File: config.mk
export PLATFORM = sky130hd
export DESIGN_NAME = instruction_executor
export DESIGN_NICKNAME = d
export VERILOG_FILES = /design/src/rtl/gpu_pkg.sv /design/src/rtl/gpu_cursor.sv /design/src/rtl/instruction_executor.sv
export SDC_FILE = /design/constraint.sdc
export NUM_CORES = 1
export LEC_CHECK = 0
export ABC_AREA = 1
export ABC_CLOCK_PERIOD_IN_PS = 3930
export CAP_MARGIN = 20
export CORE_MARGIN = 4
export CORE_UTILIZATION = 40
export DETAILED_ROUTE_END_ITERATION = 10
export GPL_TIMING_DRIVEN = 0
export PLACE_DENSITY = 0.59
export SETUP_SLACK_MARGIN = 0.3
export SYNTH_ARGS = -nofsm -noshare
export SYNTH_HDL_FRONTEND = slang
export SYNTH_HIERARCHICAL = 1
export SYNTH_SLANG_ARGS = --single-unit
export TNS_END_PERCENT = 30
File: constraint.sdc
create_clock -name i_clk -period 3.93 [get_ports i_clk]
set_input_delay 0.5895 -clock i_clk [delete_from_list [all_inputs] [get_ports i_clk]]
set_output_delay 0.5895 -clock i_clk [all_outputs]
set_load 0.01 [all_outputs]
File: src/rtl/gpu_pkg.sv
// Shared opcodes, FSM state and instruction field layout for the GPU pixel path.
// Consumers: gpu_cursor, instruction_executor.
package gpu_pkg;

  localparam logic [7:0] OP_NOP        = 8'h00;
  localparam logic [7:0] OP_SET_COLOR  = 8'h01;
  localparam logic [7:0] OP_SET_CURSOR = 8'h02;
  localparam logic [7:0] OP_PUT_PIXEL  = 8'h03;
  localparam logic [7:0] OP_FILL_RUN   = 8'h04;
  localparam logic [7:0] OP_CLEAR      = 8'h05;

  localparam int CURSOR_X_LSB = 0;
  localparam int CURSOR_Y_LSB = 12;
  localparam int COORD_W      = 12;
  localparam int RUN_LEN_W    = 16;

  typedef enum logic {
    IDLE,
    WRITE
  } state_t;

  function automatic int max_int(input int a, input int b);
    return (a > b) ? a : b;
  endfunction

endpackage

File: src/rtl/gpu_cursor.sv
// Drawing cursor: (x, y) plus the matching linear framebuffer address.
// Loading multiplies once; advancing keeps the address in step incrementally.
module gpu_cursor
  import gpu_pkg::*;
#(
  parameter int H_RES  = 640,
  parameter int V_RES  = 480,
  parameter int ADDR_W = 19
) (
  input  logic               i_clk,
  input  logic               i_reset,
  input  logic               load,
  input  logic [COORD_W-1:0] load_x,
  input  logic [COORD_W-1:0] load_y,
  input  logic               advance,
  output logic [ADDR_W-1:0]  addr
);

  localparam logic [COORD_W-1:0] X_LAST = COORD_W'(H_RES - 1);
  localparam logic [COORD_W-1:0] Y_LAST = COORD_W'(V_RES - 1);
  localparam logic [COORD_W-1:0] X_ONE  = COORD_W'(1);
  localparam logic [ADDR_W-1:0]  A_ONE  = ADDR_W'(1);

  logic [COORD_W-1:0] x;
  logic [COORD_W-1:0] y;
  logic [ADDR_W-1:0]  load_addr;

  assign load_addr = ADDR_W'(load_y) * ADDR_W'(H_RES) + ADDR_W'(load_x);

  always_ff @(posedge i_clk or posedge i_reset) begin
    if (i_reset) begin
      // NOTE: state registers use non-blocking assignments so every flop samples pre-edge values.
      x    <= '0;
      y    <= '0;
      addr <= '0;
    end else if (load) begin
      x    <= load_x;
      y    <= load_y;
      addr <= load_addr;
    end else if (advance) begin
      if (x == X_LAST) begin
        x <= '0;
        if (y == Y_LAST) begin
          // Last pixel of the frame wraps everything back to the origin.
          y    <= '0;
          addr <= '0;
        end else begin
          y    <= y + X_ONE;
          addr <= addr + A_ONE;
        end
      end else begin
        x    <= x + X_ONE;
        addr <= addr + A_ONE;
      end
    end
  end

endmodule

File: src/rtl/instruction_executor.sv
// Turns decoded GPU instructions into framebuffer pixel writes with a we/ack handshake.
// Optional full-screen CLEAR (opcode 0x05) is built only when EXECUTOR_CLEAR_EN is defined.
module instruction_executor
  import gpu_pkg::*;
#(
  parameter int H_RES   = 640,
  parameter int V_RES   = 480,
  parameter int ADDR_W  = 19,
  parameter int COLOR_W = 8
) (
  input  logic               i_clk,
  input  logic               i_reset,
  input  logic [31:0]        i_instruction,
  input  logic               i_instruction_ready,
  output logic               o_busy,
  output logic               o_fb_we,
  output logic [ADDR_W-1:0]  o_fb_addr,
  output logic [COLOR_W-1:0] o_fb_data,
  input  logic               i_fb_ack,
  output logic               o_error,
  output logic               o_overrun
);

  localparam int CNT_W = max_int(16, ADDR_W + 1);
  localparam logic [CNT_W-1:0] CNT_ONE = CNT_W'(1);
`ifdef EXECUTOR_CLEAR_EN
  localparam logic [CNT_W-1:0] FULL_SCREEN = CNT_W'(H_RES * V_RES);
`endif

  state_t             state_q, state_d;
  logic [CNT_W-1:0]   count_q, count_d;
  logic [COLOR_W-1:0] color_q, color_d;
  logic [COLOR_W-1:0] pix_q, pix_d;
  logic               error_q, error_d;
  logic               overrun_q, overrun_d;

  logic               cur_load;
  logic               cur_advance;
  logic [COORD_W-1:0] cur_x;
  logic [COORD_W-1:0] cur_y;

  logic [7:0]           opcode;
  logic [23:0]          args;
  logic [COORD_W-1:0]   arg_x;
  logic [COORD_W-1:0]   arg_y;
  logic [RUN_LEN_W-1:0] run_len;

  assign opcode  = i_instruction[7:0];
  assign args    = i_instruction[31:8];
  assign arg_x   = args[CURSOR_X_LSB +: COORD_W];
  assign arg_y   = args[CURSOR_Y_LSB +: COORD_W];
  assign run_len = args[RUN_LEN_W-1:0];

  always_comb begin
    // NOTE: every combinational output is defaulted first so no path can infer a latch.
    state_d     = state_q;
    count_d     = count_q;
    color_d     = color_q;
    pix_d       = pix_q;
    error_d     = error_q;
    overrun_d   = overrun_q;
    cur_load    = 1'b0;
    cur_advance = 1'b0;
    cur_x       = '0;
    cur_y       = '0;

    case (state_q)
      IDLE: begin
        if (i_instruction_ready) begin
          case (opcode)
            OP_NOP: ;
            OP_SET_COLOR: color_d = args[COLOR_W-1:0];
            OP_SET_CURSOR: begin
              if (int'(arg_x) >= H_RES || int'(arg_y) >= V_RES) begin
                error_d = 1'b1;
              end else begin
                cur_load = 1'b1;
                cur_x    = arg_x;
                cur_y    = arg_y;
              end
            end
            OP_PUT_PIXEL: begin
              count_d = CNT_ONE;
              pix_d   = color_q;
              state_d = WRITE;
            end
            OP_FILL_RUN: begin
              if (run_len != '0) begin
                count_d = CNT_W'(run_len);
                pix_d   = color_q;
                state_d = WRITE;
              end
            end
`ifdef EXECUTOR_CLEAR_EN
            OP_CLEAR: begin
              // Rewind to the origin; the frame-length run wraps it back there at the end.
              count_d  = FULL_SCREEN;
              pix_d    = args[COLOR_W-1:0];
              cur_load = 1'b1;
              state_d  = WRITE;
            end
`endif
            default: error_d = 1'b1;
          endcase
        end
      end
      WRITE: begin
        if (i_instruction_ready) overrun_d = 1'b1;
        if (i_fb_ack) begin
          cur_advance = 1'b1;
          count_d     = count_q - CNT_ONE;
          if (count_q == CNT_ONE) state_d = IDLE;
        end
      end
    endcase
  end

  always_ff @(posedge i_clk or posedge i_reset) begin
    if (i_reset) begin
      state_q   <= IDLE;
      count_q   <= '0;
      color_q   <= '0;
      pix_q     <= '0;
      error_q   <= 1'b0;
      overrun_q <= 1'b0;
    end else begin
      state_q   <= state_d;
      count_q   <= count_d;
      color_q   <= color_d;
      pix_q     <= pix_d;
      error_q   <= error_d;
      overrun_q <= overrun_d;
    end
  end

  gpu_cursor #(
    .H_RES (H_RES),
    .V_RES (V_RES),
    .ADDR_W(ADDR_W)
  ) u_cursor (
    .i_clk  (i_clk),
    .i_reset(i_reset),
    .load   (cur_load),
    .load_x (cur_x),
    .load_y (cur_y),
    .advance(cur_advance),
    .addr   (o_fb_addr)
  );

  assign o_busy    = (state_q == WRITE);
  assign o_fb_we   = (state_q == WRITE);
  assign o_fb_data = pix_q;
  assign o_error   = error_q;
  assign o_overrun = overrun_q;

endmodule

# After elaboration in Yosys (flattened, before gate mapping)
# Index checks and enable logic that the tools add are counted.
[totals]
register_bits = 82
[classes]
addsub = 5
mul = 1
magnitude_cmp = 2
eq_ne = 13
mux = 40
n_bitwise = 2
reduce_logical = 13
[op_table]
columns = ["cell", "n"]
rows = [
  ["$mux W12", 15],
  ["$pmux W20 S2", 2],
  ["$mux W19", 4],
  ["$mux W20", 3],
  ["$add A12 B1 Y12 const B", 2],
  ["$eq A20 B1 Y1 const B", 1],
  ["$sub A20 B1 Y20 const B", 1],
  ["$add A19 B1 Y19 const B", 1],
  ["$add A19 B12 Y19", 1],
  ["$eq A8 B2 Y1 const B", 2],
  ["$pmux W8 S2", 1],
  ["$reduce_bool A16 Y1", 1],
  ["$eq A12 B10 Y1 const B", 1],
  ["$eq A12 B9 Y1 const B", 1],
  ["$ge A12 B10 Y1 const B", 1],
  ["$ge A12 B9 Y1 const B", 1],
  ["$mul A12 B3 Y12 const B", 1],
  ["$reduce_and A4 Y1", 3],
  ["$mux W1", 11],
  ["$eq A8 B1 Y1 const B", 1],
  ["$eq A8 B3 Y1 const B", 1],
  ["$logic_not A8 Y1", 1],
  ["$mux W8", 1],
  ["$ne A2 B2 Y1 const B", 4],
  ["other kinds (9)", 15],
]

# Longest topological paths before layout
[depth]
word_depth = 9
depth_mapped = 20

# By module
# The synthesis kept the hierarchy.
[by_module_without_submodules]
columns = ["module", "n_inst", "cells_each", "area_per_inst_um2", "seq_area_each_um2"]
rows = [
  ["gpu_cursor", 1, 516, 3597.2, 1076.0],
  ["instruction_executor", 1, 407, 2611.3, 975.9],
]

# Worst setup path before layout
# No wires, ideal clock.
[synth_path]
path_type = "input-to-reg"
from = "input i_instruction[7]"
to = "register u_cursor.addr[18]"
setup_time_ns = 0.073
arrival_ns = 3.512
required_ns = 3.857
path_slack_ns = 0.345
stages = 20
n_path_buf = 1
path_cell_list = "nor2_1 -> nand2_1 -> nor4_1 -> nand4_1 -> clkbuf_1 -> nor2_1 -> ha_1 -> ha_1 -> fa_1 -> ha_1 -> nand2_1 -> inv_1 -> nand3_1 -> a21boi_2 -> nand2_2 -> nor2_2 -> nand2_1 -> nand2_1 -> nand3_2 -> a21oi_2"
[synth_between]
elab_chain_cells = 7
elab_cells_between_ends = 14
classes_between = "add/sub (1); mul (1); eq/ne (1); mux (10); reduce/logical (1)"
[synth_lines]
columns = ["item", "line", "source"]
rows = [
  ["from (decl)", "instruction_executor.sv:13", "input logic [31:0] i_instruction,"],
  ["$eq A8 B2 Y1", "instruction_executor.sv:70", "case (opcode)"],
  ["$mux W12", "instruction_executor.sv:70", ""],
  ["$mux W12", "instruction_executor.sv:69", "if (i_instruction_ready) begin"],
  ["$mux W12", "instruction_executor.sv:67", "case (state_q)"],
  ["net cur_y[1]", "instruction_executor.sv:40", "logic [COORD_W-1:0] cur_y;"],
  ["$mul A12 B3 Y12", "gpu_cursor.sv:28", "assign load_addr = ADDR_W'(load_y) * ADDR_W'(H_RES) + ADDR_W'(load_x);"],
  ["$add A19 B12 Y19", "gpu_cursor.sv:28", ""],
  ["$mux W19", "gpu_cursor.sv:36", "end else if (load) begin"],
  ["to (signal assigned)", "gpu_cursor.sv:39", "addr <= load_addr;"],
  ["to (signal assigned)", "gpu_cursor.sv:49", "addr <= addr + A_ONE;"],
  ["to (signal assigned)", "gpu_cursor.sv:53", "addr <= addr + A_ONE;"],
  ["to (decl)", "gpu_cursor.sv:16", "output logic [ADDR_W-1:0] addr"],
]
# The timed path passes the listed nets, and every way through them passes these cells.
# A chain may end at the register's enable or synchronous reset.

# Worst setup path in the final report
[layout_path]
from = "input i_instruction[31]"
to = "register u_cursor.addr[14]"
[layout_between]
elab_chain_cells = 9
elab_cells_between_ends = 18
classes_between = "add/sub (1); mul (1); order compare (1); mux (13); reduce/logical (2)"
[layout_lines]
columns = ["item", "line", "source"]
rows = [
  ["$ge A12 B9 Y1", "instruction_executor.sv:74", "if (int'(arg_x) >= H_RES || int'(arg_y) >= V_RES) begin"],
  ["$logic_or A1 B1 Y1", "instruction_executor.sv:74", ""],
  ["$mux W12", "instruction_executor.sv:74", ""],
  ["$mux W12", "instruction_executor.sv:70", ""],
  ["$mux W12", "instruction_executor.sv:69", ""],
  ["$mux W12", "instruction_executor.sv:67", ""],
  ["net cur_y[1]", "instruction_executor.sv:40", ""],
  ["$mul A12 B3 Y12", "gpu_cursor.sv:28", ""],
  ["$add A19 B12 Y19", "gpu_cursor.sv:28", ""],
  ["$mux W19", "gpu_cursor.sv:36", ""],
]
# The timed path passes the listed nets, and every way through them passes these cells.

==> Implementation_results.wiki <==
{| class="wikitable"
! Metric !! Value
|-
| Slowest library cell on the worst path || sky130_fd_sc_hd__fa_2
|-
| Worst Min Path Start || o_overrun
|-
| Data arrival time of the critical path || 3.78 ns
|-
| Proportion of power drawn by the clock network || 26.6%
|-
| Run status || completed
|-
| Startpoint type of the worst setup path || input port
|-
| Final clock skew || 0.0122 ns
|-
| Switching power of the nets || 1540 uW
|-
| Buffer type at the clock tree root || sky130_fd_sc_hd__clkbuf_16
|-
| Final Hold Vio Count || 0
|-
| Per-cell routed wire length || 15.1 um
|-
| Number of buffer cells added on primary ports || 66
|-
| Final net count || 1095
|-
| Kind of cell with the highest combined delay on the critical path || adder cells
|-
| Fill cell total of the finished layout || 1591
|-
| Worst voltage drop across the vdd grid || 0.338 mV
|-
| Critical path's largest stage delay || 0.55 ns
|-
| Final Slew Violations || 0
|-
| Remaining global-route overflow || 0
|-
| Max-Cap Viols || 0
|-
| Reg-to-reg setup timing slack || 0.49 ns
|-
| Core area || 0.0152 mm2
|-
| Number of clock sinks || 82
|-
| Min-Delay Path Class || reg -> reg
|-
| Ant. Diodes || 0
|-
| Capture point of the worst reg-to-reg path || u_cursor/addr[14]
|-
| Leakage dissipation || 0.00385 uW
|-
| RSZ-0062 raised after global routing || yes
|-
| Post-CTS clock slew at the launch and capture registers of the worst setup and hold paths || 0.07 ns
|-
| GR Util All Layers || 20.8%
|-
| Effective utilization at floorplan || 40.8%
|-
| Least-Margin Pin Slew || 0.857 ns
|-
| Fraction of the yosys area taken by sequential cells || 33.1%
|-
| Ratio of cells with drive above 1 in the final layout || 11.8%
|-
| Required time at the endpoint of the critical path || 4.16 ns
|-
| Iteration-0 DRC count of the detailed router || 380
|-
| Final-report setup violation count || 0
|-
| Area taken by flip-flops and latches || 0.00205 mm2
|-
| Insertion delay of the later-clocked pin in the worst-skew pair || 0.35 ns
|-
| Number of warnings issued by yosys || 6
|-
| Die height || 133 um
|-
| Vias after detailed routing || 6331
|-
| Worst hold path cell count || 1
|-
| Number of antenna violations at the first check in global routing || 0
|-
| Clock buffer count from CTS || 9
|-
| Startpoint of the lowest-slack register-to-register path || o_busy
|-
| Worst relative slew slack || 42.8%
|-
| Max frequency || 0.282 GHz
|-
| Pin count of the biggest net entering global routing || 40
|-
| Syn Area/Cell || 6.73 um2
|-
| Global placer's final weighted congestion || 0.862
|-
| WHS Endpoint || o_overrun
|-
| Post-Syn Area || 0.00621 mm2
|-
| Area taken by multi-input logic gates || 0.00377 mm2
|-
| Number of cells traversed by the worst register-to-register path || 18
|-
| Buffer and inverter count on the worst path || 4
|-
| Min Clock Period, post-route || 3.55 ns
|-
| FF+latch count, synth || 82
|-
| Portion of total power attributed to combinational logic || 39.3%
|-
| Post-route DRC violation count || 0
|-
| P per Cell Area || 487 mW/mm2
|-
| CTS Hold Bufs || 0
|-
| Part of the power in registers || 34.2%
|-
| Antenna viol nets, final || 0
|-
| Switching portion of total power || 40.3%
|-
| Dpl hpwl || 13800 um
|-
| Cells after Synth || 923
|-
| Cell repeated most along the worst path || sky130_fd_sc_hd__ha_4
|-
| DIE AREA || 0.0176 mm2
|-
| Cell row count || 45
|-
| Overall power consumption || 3820 uW
|-
| Yosys cell types || 46
|-
| Clock tree from TritonCTS || built
|-
| Pint || 2280 uW
|-
| Ports placed on the boundary || 67
|-
| Fin crit share || 90.3%
|-
| Total detailed-routing wirelength || 18400 um
|-
| Worst Path Class, Setup || in -> reg
|-
| Number of buffers on the longest clock path || 2
|-
| Number of global-route vias before repair || 5873
|-
| Element type at the critical path end || flip-flop
|-
| Global-route wire length before repair || 29800 um
|-
| Cell Chain, Critical Path || clkdlybuf4s50_1 > nor2_1 > nand2_1 > nor2_2 > nand4_1 > buf_8 > nor2_4 > ha_4 > ha_4 > fa_2 > ha_4 > nand2_1 > inv_1 > nand3_2 > a21boi_2 > nand2_2 > buf_4 > a31oi_4 > a21oi_1
|-
| CP max FO || 6
|-
| Die W || 133 um
|-
| Via/cell ratio || 5.18
|-
| Growth of design area from synthesis to finish || 26.2%
|-
| Number of levels in the clock H-tree || 3
|-
| Share of the core filled with cells in the final layout || 51.6%
|-
| Count of TritonRoute iterations in the first routing pass || 5
|}
-- per-stage QoR --
| stage | cell area (um2) | std cells | setup TNS (ns) | setup WS [ns] | hold slack [ns] |
|---|---|---|---|---|---|
| after global routing | 7840 | 1223 | 0 | 0.237 | 0.477 |
| final | 7840 | 1223 | 0 | 0.380 | 0.458 |
| after detailed placement | 7170 | 1190 | -4.88 | -0.698 | 0.446 |
| after floorplan | 6250 | 935 | 0 | 0.345 | 0.453 |
| after CTS | 7690 | 1218 | 0 | 0.302 | 0.462 |
| after global placement | 7150 | 1189 | -4.76 | -0.674 | 0.441 |
-- logic make-up (layout without fill, tap and decap cells) --
logic type | count (synthesis) | in the layout | synth area share [%]
flops | 82 | 82 | 33.1
fa+ha+maj | 29 | 29 | 6.09
simple gates | 517 | 517 | 36.1
xor+xnor | 15 | 15 | 2.12
other cells | 1 | 13 | 0.0604
buf+inv | 145 | 245 | 9.83
compound gates | 134 | 134 | 12.7
-- cell type report --
class	count	area share, %
Buffer	30	2.41
Clock buffer	9	2.87
Clock inverter	7	1.58
Inverter	115	5.57
Multi-Input combinational cell	708	48.1
Sequential cell	82	26.2
Tap cell	188	3.00
Timing Repair Buffer	84	10.2
-- state kept, by name, indices dropped and copies added (netlist names) --
register and cells:
u_cursor/x 12, u_cursor/addr 19, o_error 1, o_fb_data 8, u_cursor/y 12, count_q 20
o_busy 1, color_q 8, o_overrun 1
-- layout by cell type (no fill, tap or decap), drive strengths merged --
cell type,synthesis,layout
xor2,11,11
nand3b,5,5
o211ai,5,5
inv,115,117
conb,1,13
o21ai,49,49
nand3,109,109
xnor2,4,4
o21a,2,2
or2,4,4
o221ai,3,3
buf,16,34
dlygate4sd2,0,12
clkinv,0,1
ha,27,27
fa,2,2
o21bai,3,3
clkinvlp,0,1
a2bb2oi,1,1
o31ai,5,5
nand4,14,14
dlymetal6s2s,0,4
clkbuf,14,23
a22oi,5,5
nor4,1,1
nor2,118,118
a41oi,1,1
a31oi,11,11
a21o,3,3
bufinv,0,3
a22o,2,2
nor3,11,11
a21boi,3,3
dfrtp,82,82
o41ai,2,2
a21oi,39,39
clkdlybuf4s50,0,50
nand2,255,255
-- cell usage after synthesis, drive strengths merged --
cell | number | area (um2)
a22o | 2 | 17.5
nand3 | 109 | 566
clkbuf | 14 | 52.6
nand3b | 5 | 37.5
a21boi | 3 | 26.3
o221ai | 3 | 26.3
o21bai | 3 | 22.5
nand2 | 255 | 975
xnor2 | 4 | 35.0
o31ai | 5 | 37.5
o21a | 2 | 15.0
nor3 | 11 | 60.1
o41ai | 2 | 17.5
ha | 27 | 338
a21oi | 39 | 199
xor2 | 11 | 96.3
buf | 16 | 124
nand4 | 14 | 87.6
a22oi | 5 | 37.5
nor2 | 118 | 485
dfrtp | 82 | 2050
inv | 115 | 434
or2 | 4 | 25.0
o21ai | 49 | 245
conb | 1 | 3.75
a21o | 3 | 22.5
o211ai | 5 | 37.5
a31oi | 11 | 68.8
nor4 | 1 | 6.26
fa | 2 | 40.0
a2bb2oi | 1 | 8.76
a41oi | 1 | 8.76
-- power groups by stage --
| stage | Sequential [uW] | Clock, uW | Combinational, uW |
|---|---|---|---|
| after global placement | 1320 | 0 | 1460 |
| after floorplan | 1280 | 0 | 984 |
| after CTS | 1300 | 1040 | 1500 |
| final | 1300 | 1010 | 1500 |
| after global routing | 1340 | 1070 | 1710 |
| after detailed placement | 1310 | 0 | 1490 |
-- repair_timing --
action                     4_1_cts  5_1_grt
pin swaps                       21       17
gates resized for setup         40       34
setup endpoints to repair        8        8
setup buffers                   12        5
-- worst max path at each step --
stage / cells after the start / slack [ns] / to / startpoint
global placement: 18 / -0.67 / u_cursor/addr[14] / i_instruction[26]
floorplan: 20 / 0.34 / u_cursor/addr[18] / i_instruction[7]
CTS: 21 / 0.30 / u_cursor/addr[18] / i_instruction[17]
detailed placement: 21 / -0.70 / u_cursor/addr[18] / i_instruction[26]
global route: 19 / 0.24 / u_cursor/addr[14] / i_instruction[31]
finish: 19 / 0.38 / u_cursor/addr[14] / i_instruction[31]
-- per-layer routing --
layer	vias to the layer above	GRT usage, %	wire length (um)
li1	3218	-	-
met1	2933	27.4	8350
met2	161	35.5	8980
met3	19	3.99	839
met4	0	5.08	271
met5	-	0	0
(Power assumes the default switching activity.)
